<file path="config.mk">
export PLATFORM = sky130hd
export DESIGN_NAME = vector_serializer
export DESIGN_NICKNAME = d
export VERILOG_FILES = /design/src/rtl/config_pkg.sv /design/src/rtl/vector_serializer.sv
export SDC_FILE = /design/constraint.sdc
export NUM_CORES = 1
export LEC_CHECK = 0
export ABC_AREA = 1
export BUFFER_PORTS_ARGS = -buffer_cell sky130_fd_sc_hd__buf_2
export CELL_PAD_IN_SITES_DETAIL_PLACEMENT = 0
export CELL_PAD_IN_SITES_GLOBAL_PLACEMENT = 1
export CORE_ASPECT_RATIO = 1.1
export CORE_UTILIZATION = 38
export DETAILED_ROUTE_END_ITERATION = 16
export MAX_ROUTING_LAYER = met4
export PLACE_DENSITY_LB_ADDON = 0.3
export SYNTH_ARGS = -nofsm -noshare
export SYNTH_HDL_FRONTEND = slang
export SYNTH_SLANG_ARGS = --single-unit
</file>
<file path="constraint.sdc">
create_clock -name clk_i -period 1.43 [get_ports clk_i]
set_input_delay 0.143 -clock clk_i [delete_from_list [all_inputs] [get_ports clk_i]]
set_output_delay 0.143 -clock clk_i [all_outputs]
set_load 0.02 [all_outputs]
</file>
<file path="src/rtl/config_pkg.sv">
// Shared configuration for the row-wise datapath: vector geometry and element types.
package config_pkg;

   localparam int unsigned VECTOR_LEN = 4;
   localparam int unsigned ELEM_WIDTH = 8;

   typedef logic [ELEM_WIDTH-1:0]  element_t;
   typedef element_t [VECTOR_LEN-1:0] vector_t;

endpackage

</file>
<file path="src/rtl/vector_serializer.sv">
// Accepts a whole vector from the row-wise stage and streams its elements one per
// handshake, with zero-bubble hand-over from one vector to the next.
module vector_serializer
   import config_pkg::*;
#(
   parameter bit LSB_FIRST = 1'b1
) (
   input  logic                clk_i,
   input  logic                rst_i,
   input  vector_t             vector_i,
   input  logic                in_valid_i,
   output logic                in_ready_o,
   output element_t            elem_o,
   output logic [((VECTOR_LEN > 1) ? $clog2(VECTOR_LEN) : 1)-1:0] index_o,
   output logic                last_o,
   output logic                out_valid_o,
   input  logic                out_ready_i
);

   localparam int unsigned IDX_W = (VECTOR_LEN > 1) ? $clog2(VECTOR_LEN) : 1;

   localparam logic [IDX_W-1:0] TOP_IDX   = IDX_W'(VECTOR_LEN - 1);
   localparam logic [IDX_W-1:0] FIRST_IDX = LSB_FIRST ? {IDX_W{1'b0}} : TOP_IDX;
   localparam logic [IDX_W-1:0] LAST_IDX  = LSB_FIRST ? TOP_IDX : {IDX_W{1'b0}};

   typedef enum logic [0:0] {
      IDLE = 1'b0,
      SEND = 1'b1
   } state_t;

   state_t           state_r;
   vector_t          vec_r;
   logic [IDX_W-1:0] cnt_r;

   logic             last_s;
   logic             in_xfer_s;
   logic             out_xfer_s;
   logic [IDX_W-1:0] cnt_step_s;

   assign last_s      = (cnt_r == LAST_IDX);
   assign out_valid_o = (state_r == SEND);
   assign out_xfer_s  = out_valid_o && out_ready_i;

   // Ready while idle, or when the final element leaves this very cycle.
   assign in_ready_o  = (state_r == IDLE) || (out_xfer_s && last_s);
   assign in_xfer_s   = in_valid_i && in_ready_o;

   assign cnt_step_s  = LSB_FIRST ? (cnt_r + IDX_W'(1)) : (cnt_r - IDX_W'(1));

   // Outputs come straight from the captured vector and the registered counter.
   assign elem_o      = vec_r[cnt_r];
   assign index_o     = cnt_r;
   assign last_o      = last_s;

   // Handshake FSM, vector capture and element counter.
   always_ff @(posedge clk_i) begin
      if (rst_i) begin
         state_r <= IDLE;
         cnt_r   <= FIRST_IDX;
         vec_r   <= '0;
      end else begin
         case (state_r)
            IDLE: begin
               if (in_xfer_s) begin
                  vec_r   <= vector_i;
                  cnt_r   <= FIRST_IDX;
                  state_r <= SEND;
               end else begin
                  state_r <= IDLE;
               end
            end
            SEND: begin
               if (in_xfer_s) begin
                  vec_r   <= vector_i;
                  cnt_r   <= FIRST_IDX;
                  state_r <= SEND;
               end else if (out_xfer_s && last_s) begin
                  cnt_r   <= FIRST_IDX;
                  state_r <= IDLE;
               end else if (out_xfer_s) begin
                  cnt_r   <= cnt_step_s;
                  state_r <= SEND;
               end else begin
                  state_r <= SEND;
               end
            end
            default: begin
               cnt_r   <= FIRST_IDX;
               state_r <= IDLE;
            end
         endcase
      end
   end

endmodule
</file>
==> impl_metrics.yaml <==
clock_tree:
  cts_hold_buf: 0
  cts_sinks: 35
  clock_path_buffers: 2
  cts_buffers: 5
  cts_tree: "built"
  htree_levels: 2
  clk_latency_ps: 280
  clkTransAtPathRegs_ps: 70
  cts_root_buffer: "clkbuf_8"
global_route:
  grt_first_pass_wirelength_microns: 6913
  antenna_found_initial: 0
  grt_pass1_vias: 1490
  grt_overflow: 0
  grtUsageTotal_pct: 19.12
  grt_max_degree: 36
critical_path:
  max_stage_delay_ps: 400
  crit_buf_inv: 2
  start_kind: "flop"
  path_cells: "ha_2, nand2_2, nand2_4, buf_12, buf_4"
  cp_data_arrival_time_ps: 1320
  r2r-end: "vec_r[4]"
  worstRegToRegCells: 7
  r2r_start: "index_o[0]"
  crit_family: "flip-flops"
  reg2reg_slack_ps: -10
  critPathCaptureType: "output pin"
  criticalPathCategory: "flop to output pin"
  crit_path_max_fanout: 14
  required_ps: 1290
  cpMaxStageDelayCell: "dfxtp_4"
floorplanning:
  dieArea_sq_um: 4987
  fp-row-count: 25
  start_util_pct: 40.57
  ios: 49
  coreArea_sq_um: 4410
  die_height_microns: 73.97
  die_w_microns: 67.43
run_status:
  status: "complete, but fails checks"
  violations: "setup timing"
cells_and_area:
  nets: 296
  fin_util_pct: 53.45
  fillers: 426
  n_antenna_cell: 0
  fin_cells: 314
  area_growth_pct: 31.75
  drive_gt1_share_pct: 56.92
logic_synthesis:
  synth_edf_count: 0
  syn-num-nets: 246
  synth_common_cells: "dfxtp_1, nand3_1, nand2_2"
  synth-seq-cells: 35
  synth_area_leaders: "dfxtp_1, a21oi_2, nand2_2"
  synth_warnings: 0
  yosysSeqAreaShare_pct: 39.16
  syn_area_sq_um: 1789
  synth_area_leader_cell: "dfxtp_1"
  avgSynthCellArea_sq_um: 8.561
  ys.flop_type: "dfxtp_1"
  synth_cells: 209
  ys_types: 20
  synth_top_area_share_pct: 39.16
  synthArstFlopShare_pct: 0
placed_design:
  numPortBuffers: 48
  place_inst: 300
  place.gp.congestion: 0.7668
  place_hpwl_microns: 2850
timing:
  slew_violations: 0
  period_share_pct: 102.2
  finalCriticalPeriod_ps: 1461
  skew_ps: 3.135
  setup-violations-final: 21
  worst_pin_slew_ps: 477.7
  whs_ps: 126.2
  hold_viol_final: 0
  clock.fmax_mhz: 684.4
  fin_ws_ps: -31.20
  rsz0062_at_grt: "yes"
  slew_headroom_pct: 68.15
flow_run:
  cap_violations: 0
routing:
  num_vias: 1605
  drcViolationCount: 0
  wl_per_cell_microns: 14.76
  first_pass_iters: 4
  antenna_left: 0
  vias_per_cell: 5.111
  wirelength_microns: 4636
  drt_iter0_drc: 86
pwr:
  ir_worst_vdd_uv: 628.6
  pwr_density_cell_nw_per_um2: 997.3
  p_leak_nw: 0.9224
worst_hold_path:
  worst_hold_path_type: "input pin to flop"
  min_to: "vec_r[24]"
  holdCritStartpoint: "vector_i[24]"
  holdPathStages: 3
## metrics by stage
stage | setup slack (ps) | power [mW] | TNS (ps) | area [sq um]
floorplan | 18.16 | 1.394 | 0 | 1798
global placement | 85.77 | 1.511 | 0 | 2068
detailed placement | 79.47 | 1.515 | 0 | 2068
CTS | -19.39 | 2.317 | -58.03 | 2220
global route | -86.73 | 2.440 | -1827 | 2357
finish | -31.20 | 2.351 | -170.6 | 2357
## cell usage in the layout, fill, tap and decap left out, drive strengths merged
cell and n:
a21oi 35, buf 57, clkbuf 10, dfxtp 35, ha 1, inv 6, nand2 39, nand3 35
nor2 18, o21ai 16, o22ai 8
## registers in the layout, indices dropped and copies added, names as in the netlist
register,count
index_o,2
out_valid_o,1
vec_r,32
## cells by family (layout without fill, tap and decap cells)
logic type                 after synthesis  count (layout)  synth area share (%)
buffers and inverters                   23              73                 9.580
DFF                                     35              35                 39.16
adders and majority gates                1               1                0.6992
and+or+nand+nor                         91              92                 27.20
AOI/OAI and AO/OA                       59              59                 23.36
## per-layer routing
metal  wire length [microns]  share of wire (%)  GRT usage [%]
met5                       0                  0              -
met4                      53                1.1          7.092
met3                     266                5.7          5.061
met2                    2229                 48          29.56
met1                    2087                 45          23.70
## tightest hold or removal path, delay by kind of cell
kind	cells	cell delay, ps
AOI/OAI and AO/OA	1	60
buffers and inverters	1	100
and+or+nand+nor	1	70
## power by group
part / internal, mW / total [mW] / switching (mW)
sequential: 1.03 / 1.08 / 0.0478
clock: 0.439 / 0.785 / 0.345
combinational: 0.220 / 0.489 / 0.269
## repair_timing
item,in CTS,in global routing
resized for setup,15,25
gates cloned,0,4
setup endpoints to repair,9,16
pin swaps,2,5
setup buffers,2,0
## worst max path at each step
| stage | start | cells past startpoint | end |
|---|---|---|---|
| after detailed placement | index_o[0] | 6 | vec_r[5] |
| after global routing | index_o[0] | 4 | elem_o[5] |
| after global placement | index_o[0] | 5 | elem_o[1] |
| after floorplan | index_o[1] | 6 | vec_r[0] |
| final | index_o[0] | 5 | in_ready_o |
| after CTS | index_o[0] | 5 | elem_o[1] |
## layout make-up
type	instances	area [sq um]	share of cell area (%)
sequential	35	705.7	29.94
multi-input combinational	152	978.4	41.51
timing repair buffer	59	454.2	19.27
timing repair inverter	1	11.26	0.4777
clock buffer	8	100.1	4.246
inverter	5	40.04	1.699
tap	54	67.56	2.866
Note: power is estimated with default switching activity, not from simulation.
